File: config.mk
export PLATFORM = sky130hd
export DESIGN_NAME = avalon_cmd_master
export DESIGN_NICKNAME = d
export VERILOG_FILES = /design/src/rtl/avalon_cmd_master.sv
export SDC_FILE = /design/constraint.sdc
export NUM_CORES = 1
export LEC_CHECK = 0
export ABC_AREA = 1
export CELL_PAD_IN_SITES_DETAIL_PLACEMENT = 0
export CELL_PAD_IN_SITES_GLOBAL_PLACEMENT = 1
export CORE_ASPECT_RATIO = 0.75
export CORE_MARGIN = 5
export CORE_UTILIZATION = 29
export DETAILED_ROUTE_END_ITERATION = 16
export PLACE_DENSITY = 0.89
export SLEW_MARGIN = 10
export SYNTH_ARGS = -nofsm -noshare
export SYNTH_HDL_FRONTEND = slang
export SYNTH_SLANG_ARGS = --single-unit
File: constraint.sdc
create_clock -name CLK -period 2.2 [get_ports CLK]
set_input_delay 0.33 -clock CLK [delete_from_list [all_inputs] [get_ports CLK]]
set_output_delay 0.33 -clock CLK [all_outputs]
set_load 0.005 [all_outputs]
File: src/rtl/avalon_cmd_master.sv
// avalon_cmd_master: single-outstanding command/response to Avalon-MM master with checking and timeout
module avalon_cmd_master #(
    parameter int TIMEOUT = 16,
    parameter int CNT_W   = 5
) (
    input  logic        CLK,
    input  logic        RESET,
    input  logic        CMD_VALID,
    output logic        CMD_READY,
    input  logic        CMD_WRITE,
    input  logic [31:0] CMD_ADDR,
    input  logic [31:0] CMD_WDATA,
    input  logic [3:0]  CMD_BE,
    output logic        RSP_VALID,
    input  logic        RSP_READY,
    output logic [31:0] RSP_RDATA,
    output logic        RSP_ERR,
    output logic [31:0] ADDRESS,
    output logic        READ,
    output logic        WRITE,
    output logic [31:0] WRITEDATA,
    output logic [3:0]  BYTE_ENABLE,
    output logic        BEGINTRANSFER,
    output logic        LOCK,
    output logic [2:0]  BURSTCOUNT,
    output logic        BEGINBURSTTRANSFER,
    input  logic        WAITREQUEST,
    input  logic [31:0] READDATA,
    input  logic        READDATAVALID
);
    typedef enum logic [1:0] {IDLE, BUS, RDWAIT, RESP} state_t;

    state_t            state, nxt;
    logic [CNT_W-1:0]  cnt, cnt_d;
    logic              read_d, write_d, bt_d, rsp_valid_d, err_d;
    logic [31:0]       addr_d, wdata_d, rdata_d;
    logic [3:0]        be_d;
    logic              expired;

    assign LOCK = 1'b0;
    assign BURSTCOUNT = 3'd1;
    assign BEGINBURSTTRANSFER = BEGINTRANSFER;
    assign expired = (cnt == CNT_W'(TIMEOUT - 1));

    // Next state and next values of every registered output
    always_comb begin
        nxt = state;
        cnt_d = cnt;
        read_d = READ;
        write_d = WRITE;
        addr_d = ADDRESS;
        wdata_d = WRITEDATA;
        be_d = BYTE_ENABLE;
        bt_d = 1'b0;
        rsp_valid_d = RSP_VALID;
        rdata_d = RSP_RDATA;
        err_d = RSP_ERR;
        case (state)
            IDLE: begin
                if (CMD_VALID && CMD_READY) begin
                    if (CMD_ADDR[1:0] != 2'b00 || (CMD_WRITE && CMD_BE == 4'h0)) begin
                        nxt = RESP;
                        rsp_valid_d = 1'b1;
                        err_d = 1'b1;
                        rdata_d = '0;
                    end else begin
                        nxt = BUS;
                        addr_d = CMD_ADDR;
                        wdata_d = CMD_WDATA;
                        be_d = CMD_BE;
                        read_d = !CMD_WRITE;
                        write_d = CMD_WRITE;
                        bt_d = 1'b1;
                        cnt_d = '0;
                    end
                end
            end
            BUS: begin
                if (!WAITREQUEST) begin
                    read_d = 1'b0;
                    write_d = 1'b0;
                    cnt_d = '0;
                    if (WRITE || READDATAVALID) begin
                        nxt = RESP;
                        rsp_valid_d = 1'b1;
                        err_d = 1'b0;
                        rdata_d = WRITE ? 32'h0 : READDATA;
                    end else begin
                        nxt = RDWAIT;
                    end
                end else if (expired) begin
                    read_d = 1'b0;
                    write_d = 1'b0;
                    nxt = RESP;
                    rsp_valid_d = 1'b1;
                    err_d = 1'b1;
                    rdata_d = '0;
                end else begin
                    cnt_d = cnt + 1'b1;
                end
            end
            RDWAIT: begin
                if (READDATAVALID || expired) begin
                    nxt = RESP;
                    rsp_valid_d = 1'b1;
                    err_d = !READDATAVALID;
                    rdata_d = READDATAVALID ? READDATA : 32'h0;
                end else begin
                    cnt_d = cnt + 1'b1;
                end
            end
            default: begin
                if (RSP_READY) begin
                    nxt = IDLE;
                    rsp_valid_d = 1'b0;
                end
            end
        endcase
    end

    // State and output registers; reset discards any transfer in flight
    always_ff @(posedge CLK) begin
        if (RESET) begin
            state <= IDLE;
            cnt <= '0;
            CMD_READY <= 1'b0;
            READ <= 1'b0;
            WRITE <= 1'b0;
            ADDRESS <= '0;
            WRITEDATA <= '0;
            BYTE_ENABLE <= '0;
            BEGINTRANSFER <= 1'b0;
            RSP_VALID <= 1'b0;
            RSP_RDATA <= '0;
            RSP_ERR <= 1'b0;
        end else begin
            state <= nxt;
            cnt <= cnt_d;
            CMD_READY <= (nxt == IDLE);
            READ <= read_d;
            WRITE <= write_d;
            ADDRESS <= addr_d;
            WRITEDATA <= wdata_d;
            BYTE_ENABLE <= be_d;
            BEGINTRANSFER <= bt_d;
            RSP_VALID <= rsp_valid_d;
            RSP_RDATA <= rdata_d;
            RSP_ERR <= err_d;
        end
    end
endmodule

==> results of run 1 <==
[metal layers]
metal,wire (um),vias up
li1,-,2820
met1,7600,2325
met2,6940,180
met3,2230,20
met4,250,2
met5,11,-
[worst max-delay path: stages (launching register included)]
cell     delay, ns
dfxtp_1       0.39
ha_1          0.19
nand2_1       0.07
nor2_1        0.10
ha_1          0.15
inv_1         0.09
nand3_1       0.12
nand2_2       0.09
nor2_4        0.17
nand3_4       0.12
buf_12        0.18
nand2_1       0.08
inv_2         0.03
nor2_1        0.10
[cell families (layout without fill, tap and decap cells)]
kind of cell | Yosys count | after routing | share of synthesized area
AO/OA/AOI/OAI | 81 | 81 | 0.0782
buffers and inverters | 172 | 378 | 0.139
XOR/XNOR | 1 | 1 | 0.00167
adder cells (fa/ha/maj) | 7 | 7 | 0.0167
flip-flops | 113 | 113 | 0.431
other | 2 | 4 | 0.00143
AND/OR/NAND/NOR | 421 | 421 | 0.332
[power by group through the flow]
| stage | Sequential, W | Combinational, W | Clock (W) |
|---|---|---|---|
| after floorplan | 0.00262 | 0.00204 | 0 |
| after global placement | 0.00263 | 0.00336 | 0 |
| after detailed placement | 0.00263 | 0.00339 | 0 |
| after CTS | 0.00259 | 0.00341 | 0.00273 |
| after global routing | 0.00263 | 0.00390 | 0.00283 |
| final | 0.00259 | 0.00338 | 0.00267 |
[final timing paths]
check	startpoint	to	slack (ns)	cells after the start
worst max-delay path	cnt[0]$_SDFFE_PP0P_	RSP_RDATA[14]$_SDFFE_PP0P_	0.25	13
worst max register to register	cnt[0]$_SDFFE_PP0P_	RSP_RDATA[14]$_SDFFE_PP0P_	0.25	13
worst min register to register	ADDRESS[1]$_SDFFE_PP0P_	ADDRESS[1]$_SDFFE_PP0P_	0.45	2
worst min-delay path	ADDRESS[1]$_SDFFE_PP0P_	ADDRESS[1]$_SDFFE_PP0P_	0.45	2
[registers in the layout, summed over array words and instances, names as in the netlist, 2 cells and up]
signal / cells
WRITEDATA: 32
cnt: 5
RSP_RDATA: 32
BYTE_ENABLE: 4
ADDRESS: 32
state: 2
[area by class of cell]
cell class,instances,area [um^2]
fillers,1799,9530
repair buffers,228,2330
multi-input cells,514,2270
flip-flops and latches,113,2260
inverters,119,447
clock buffers,20,437
well taps,242,303
clock inverters,11,133
[through the flow]
step / setup WS (ns) / hold WS (ns) / power [W] / instances
2_1_floorplan: 0.457 / 0.452 / 0.00466 / 799
3_3_place_gp: 0.216 / 0.443 / 0.00599 / 1215
3_5_place_dp: 0.135 / 0.447 / 0.00602 / 1215
4_1_cts: 0.180 / 0.453 / 0.00874 / 1246
5_1_grt: 0.0246 / 0.465 / 0.00937 / 1247
6_report: 0.245 / 0.451 / 0.00864 / 1247
[cell usage in the layout (no fill, tap or decap), drive strengths merged]
cell	netlist	final
nand2	301	301
clkdlybuf4s50	0	212
inv	117	120
dfxtp	113	113
a21oi	77	77
nor2	59	59
nand4	37	37
nand3	22	22
clkbuf	23	20
buf	30	16
ha	7	7
clkinv	2	6
conb	2	4
o21ai	2	2
bufinv	0	2
clkinvlp	0	2
xor2	1	1
or2	1	1
a21boi	1	1
o211ai	1	1
nor3	1	1
==> impl_metrics.csv, run 1 <==
group,metric,value,unit
synth,synth_area,0.00525,mm^2
sta,worst_slew_margin_rel,0.510,
sta,slew_viol_final,0,
clocking,cts.sinks,113,
placed_design,placed_area,0.00760,mm^2
floorplan,die_w,165,um
sta,max_freq,512,MHz
synth,ys_seq_area_frac,0.431,
clocking,clockBufferDepth,2,
critical_path,path_max_fanout,19,
final_layout,final_nets,1107,
synth,yosysTopAreaCellShare,0.431,
sta,finClkSkew,0.0117,ns
drt,vias,5347,
run,maxCapViolations,0,
global_route,grt_first_pass_wirelength,26400,um
final_layout,area_growth,55.9,%
pwr,seq_power_share,0.300,
sta,finalHoldViolCount,0,
global_route,track_usage,0.158,
drt,viasPerCell,4.29,
floorplan,die_area,0.0209,mm^2
synth,synthTopCellsByArea,"dfxtp_1 43%, nand2_1 21%, inv_1 7.7%, a21oi_1 7.3%, nand4_1 4.3%",
final_layout,num_antenna_cells,0,
worst_hold_path,min_path_type,"flop to flop",
critical_path,cp.required,2.54,ns
sta,fin_tns_setup,0,ns
placed_design,hpwl,11700,um
sta,worst_slew_pin_slew,0.735,ns
clocking,hold_buffers,0,
clocking,cts_buffers,17,
synth,synth_common_cells,"300 x nand2_1, 113 x dfxtp_1, 108 x inv_1",
floorplan,ioPinCount,218,
placed_design,gp_congestion,0.815,
synth,netlist_instances,797,
clocking,clk_pin_slew_worst_paths,0.06,ns
drt,drt-pass1-iter-count,4,
pwr,p_leak,3.50,nW
clocking,postCtsSetupBuffers,0,
final_layout,stdcell_area,0.00818,mm^2
global_route,grt_overflow_total,0,
global_route,grt_pass1_vias,5026,
global_route,grt_max_degree,70,
final_layout,fin_util,0.462,
pwr,peakVddDrop,0.470,mV
drt,routed_wl,17000,um
global_route,antenna_found_initial,1,
sta,rsz0062_at_grt,"no",
global_route,grt_busiest_layer,"met2",
synth,synth-edff-count,0,
global_route,met3_usage,0.0853,
pwr,pwr_density_cell,1060,mW/mm^2
floorplan,rows,42,
synth,synth-main-ff-cell,"dfxtp_1",
sta,setup_violations,0,
synth,ys_async_sr_fraction,0,
floorplan,coreArea,0.0177,mm^2
clocking,cts_root_buf,"clkbuf_16",
pwr,p_int,0.00559,W
synth,yosys.area.top_type,"dfxtp_1",
pwr,switching_share,0.353,
critical_path,cp-start-kind,"flop",
clocking,cts_resized,0,
critical_path,crit_type,"flop to flop",
floorplan,start_util,0.296,
placed_design,io_buffers,213,
floorplan,die_h,126,um
clocking,cts_tree,"done",
critical_path,arrival,2.30,ns
final_layout,layout-drive-gt1-share,0.0597,
clocking,htreeDepth,4,
sta,min_period,1.95,ns
critical_path,critPathCaptureType,"flop",
global_route,use_met2,0.227,
pwr,power_frac_comb,0.391,
clocking,clk_latency,0.41,ns
run_status,status,"finished, final reports clean",
synth,synth-seq-cells,113,
pwr,pwr-share-clk,0.309,
global_route,use_met1,0.205,
synth,synth_most_common_cell,"nand2_1",
synth,syn_area_per_cell,6.58,um^2
drt,drcViolationCount,0,
synth,synth_cell_types,28,
drt,drtIter0Drc,352,
drt,wl_per_cell,13.7,um
pwr,switchingPower,0.00305,W
sta,fin_crit_sh,0.888,
drt,ant_nets,0,
synth,yosysWarningCount,0,
No activity file was read; power rests on OpenSTA's default activity.
==> run 2, diff against run 1 <==
--- a/config.mk
+++ b/config.mk
@@ -10,9 +10,9 @@
 export CELL_PAD_IN_SITES_GLOBAL_PLACEMENT = 1
 export CORE_ASPECT_RATIO = 0.75
 export CORE_MARGIN = 5
-export CORE_UTILIZATION = 29
+export CORE_UTILIZATION = 31
 export DETAILED_ROUTE_END_ITERATION = 16
-export PLACE_DENSITY = 0.89
+export PLACE_DENSITY = 0.93
 export SLEW_MARGIN = 10
 export SYNTH_ARGS = -nofsm -noshare
 export SYNTH_HDL_FRONTEND = slang
==> constraint.sdc (replaced) <==
create_clock -name CLK -period 2.25 [get_ports CLK]
set_input_delay 0.3375 -clock CLK [delete_from_list [all_inputs] [get_ports CLK]]
set_output_delay 0.3375 -clock CLK [all_outputs]
set_load 0.005 [all_outputs]
==> run 2 against run 1 <==
  * Sequential power fell by 2%
  * First-iteration DRC count up 16%
  * Global-route usage barely moved
  * Clock power up 4%
  * Via count down 0.49%
  * Flip-flop and latch count unchanged
  * Clock-buffer cell count up 1
  * Register-to-register slack worse by 0.03 ns
==> impl_metrics.csv, run 2 (same netlist as run 1, synthesis figures left out) <==
group,metric,value,unit
sta,max_freq,490,MHz
clocking,clockBufferDepth,2,
critical_path,reg2reg_from,"cnt[0]$_SDFFE_PP0P_",
clocking,clk_latency,0.41,ns
drt,drt-pass1-iter-count,6,
critical_path,cp-start-kind,"flop",
clocking,hold_buffers,0,
critical_path,regToRegEndpoint,"RSP_RDATA[11]$_SDFFE_PP0P_",
worst_hold_path,min_to,"ADDRESS[1]$_SDFFE_PP0P_",
critical_path,crit_buf_inv,2,
sta,finalHoldViolCount,0,
pwr,seq_power_share,0.297,
pwr,switchingPower,0.00298,W
final_layout,stdcell_area,0.00817,mm^2
pwr,peakVddDrop,0.519,mV
drt,drcViolationCount,0,
final_layout,top_regs,"ADDRESS: 32 flops, RSP_RDATA: 32 flops, WRITEDATA: 32 flops",
floorplan,rows,41,
final_layout,regArea,0.00226,mm^2
clocking,cts_root_buf,"clkbuf_16",
global_route,grt_first_pass_wirelength,24800,um
final_layout,area_growth,55.7,%
critical_path,crit_chain,"ha_1 -> nand2_1 -> nor2_1 -> ha_1 -> inv_1 -> nand3_1 -> nand2_2 -> nor2_4 -> nand3_4 -> nand2_1 -> inv_2 -> nor2_1",
sta,worst_slew_pin_slew,0.741,ns
drt,wl_met1,7320,um
drt,vias,5321,
worst_hold_path,min_path_type,"flop to flop",
final_layout,instances_no_fill,1221,
global_route,grt_max_degree,70,
global_route,track_usage,0.158,
placed_design,gp_congestion,0.806,
sta,finClkSkew,0.0113,ns
critical_path,arrival,2.39,ns
pwr,p_int,0.00557,W
sta,fin_crit_sh,0.906,
floorplan,die_h,123,um
floorplan,die_area,0.0196,mm^2
clocking,cts.sinks,113,
sta,worst_slew_margin_rel,0.506,
critical_path,cp_top_family,"simple AND/OR/NAND/NOR gates",
sta,setup_violations,0,
drt,viasPerCell,4.36,
worst_hold_path,min_from,"ADDRESS[1]$_SDFFE_PP0P_",
run_status,status,"finished, final reports clean",
drt,highest_layer,"met4",
placed_design,placed_area,0.00753,mm^2
clocking,cts_tree,"done",
floorplan,die_w,160,um
pwr,p_leak,3.53,nW
critical_path,cp.required,2.60,ns
drt,ant_nets,0,
clocking,clk_pin_slew_worst_paths,0.05,ns
global_route,antenna_found_initial,0,
final_layout,final_nets,1107,
drt,wl_per_cell,13.4,um
final_layout,fillers,1651,
critical_path,r2r_slack,0.21,ns
drt,wl_met3,1160,um
floorplan,ioPinCount,218,
pwr,pwr-share-clk,0.325,
final_layout,num_antenna_cells,0,
placed_design,hpwl,11200,um
sta,min_period,2.04,ns
drt,drtIter0Drc,409,
critical_path,slowest_delay,0.37,ns
clocking,htreeDepth,4,
final_layout,final_cell_mix,"300 x nand2_1, 212 x clkdlybuf4s50_1, 113 x dfxtp_1",
final_layout,multi_input_area,0.00228,mm^2
drt,routed_wl,16300,um
final_layout,final_common_cell,"nand2_1",
critical_path,reg2reg_depth,12,
final_layout,layout-drive-gt1-share,0.0616,
drt,wl_met2,7590,um
floorplan,start_util,0.314,
global_route,grt_overflow_total,0,
critical_path,path_max_fanout,17,
critical_path,critPathCaptureType,"flop",
critical_path,crit_type,"flop to flop",
critical_path,cpMaxStageDelayCell,"dfxtp_1",
sta,slew_viol_final,0,
global_route,grt_pass1_vias,4855,
pwr,pwr_density_cell,1050,mW/mm^2
clocking,cts_buffers,17,
run,maxCapViolations,0,
placed_design,dp.cells,1188,
floorplan,coreArea,0.0167,mm^2
pwr,switching_share,0.349,
pwr,power_frac_comb,0.378,
worst_hold_path,holdPathStages,2,
placed_design,io_buffers,213,
run 2: cell types whose count changed in the layout (fill, tap and decap cells not counted), sizes merged:
cell and change:
buf -1, bufinv +1, clkbuf +1, clkinv -1, clkinvlp +1, inv -1, nand3 +1
run 2: metal layers:
metal  global-route usage  vias to the layer above
met2                0.257                      148
met1                0.195                     2344
met3               0.0577                       17
met4               0.0543                        0
met5                    0                        -
li1                     -                     2812
run 2: power groups by stage:
stage,Combinational [W],Sequential (W),Clock (W)
2_1_floorplan,0.00199,0.00256,0
3_3_place_gp,0.00317,0.00258,0
3_5_place_dp,0.00320,0.00257,0
4_1_cts,0.00323,0.00254,0.00284
5_1_grt,0.00366,0.00258,0.00292
6_report,0.00323,0.00254,0.00278
run 2: layout make-up:
class,instances,share of cell area
clock inverters,11,0.0187
well taps,215,0.0329
flip-flops and latches,113,0.277
clock buffers,21,0.0564
inverters,119,0.0547
multi-input cells,515,0.279
repair buffers,227,0.281
run 2: worst max path at each step:
stage,start,endpoint,slack (ns),depth (start not counted)
after floorplan,cnt[0]$_SDFFE_PP0P_,RSP_RDATA[4]$_SDFFE_PP0P_,0.51,10
after global placement,WAITREQUEST,RSP_RDATA[11]$_SDFFE_PP0P_,0.14,9
after detailed placement,cnt[0]$_SDFFE_PP0P_,RSP_RDATA[1]$_SDFFE_PP0P_,0.12,12
after CTS,cnt[0]$_SDFFE_PP0P_,RSP_RDATA[1]$_SDFFE_PP0P_,0.09,12
after global routing,cnt[0]$_SDFFE_PP0P_,RSP_RDATA[16]$_SDFFE_PP0P_,-0.006,12
final,cnt[0]$_SDFFE_PP0P_,RSP_RDATA[11]$_SDFFE_PP0P_,0.21,12
run 2: through the flow:
step | hold WS (ns) | setup TNS, ns | power (W) | worst slack [ns] | utilization
final | 0.451 | 0 | 0.00854 | 0.211 | 0.488
after global routing | 0.471 | -0.00589 | 0.00915 | -0.00589 | 0.488
after CTS | 0.456 | 0 | 0.00861 | 0.0907 | 0.487
after detailed placement | 0.447 | 0 | 0.00578 | 0.120 | 0.451
after global placement | 0.442 | 0 | 0.00575 | 0.140 | 0.451
after floorplan | 0.452 | 0 | 0.00456 | 0.507 | -
run 2: worst register-to-register path: cells and delay by family (launching register included):
kind	cells	cell delay, ns
AND/OR/NAND/NOR	8	1.17
adder cells (fa/ha/maj)	2	0.33
buffers and inverters	2	0.12
flip-flops	1	0.37
run 2: timing repair:
action / in CTS / in global routing
setup buffers: 0 / 0
endpoints found under the hold margin: 0 / 0
resized for setup: 0 / 2
endpoints found under the setup margin: 0 / 33
==> run 3, diff against run 2 <==
--- a/config.mk
+++ b/config.mk
@@ -13,7 +13,6 @@
 export CORE_UTILIZATION = 31
 export DETAILED_ROUTE_END_ITERATION = 16
 export PLACE_DENSITY = 0.93
-export SLEW_MARGIN = 10
 export SYNTH_ARGS = -nofsm -noshare
 export SYNTH_HDL_FRONTEND = slang
 export SYNTH_SLANG_ARGS = --single-unit
==> results of run 3 <==
No change in the layout: final DEF, timing and power equal those of run 2.
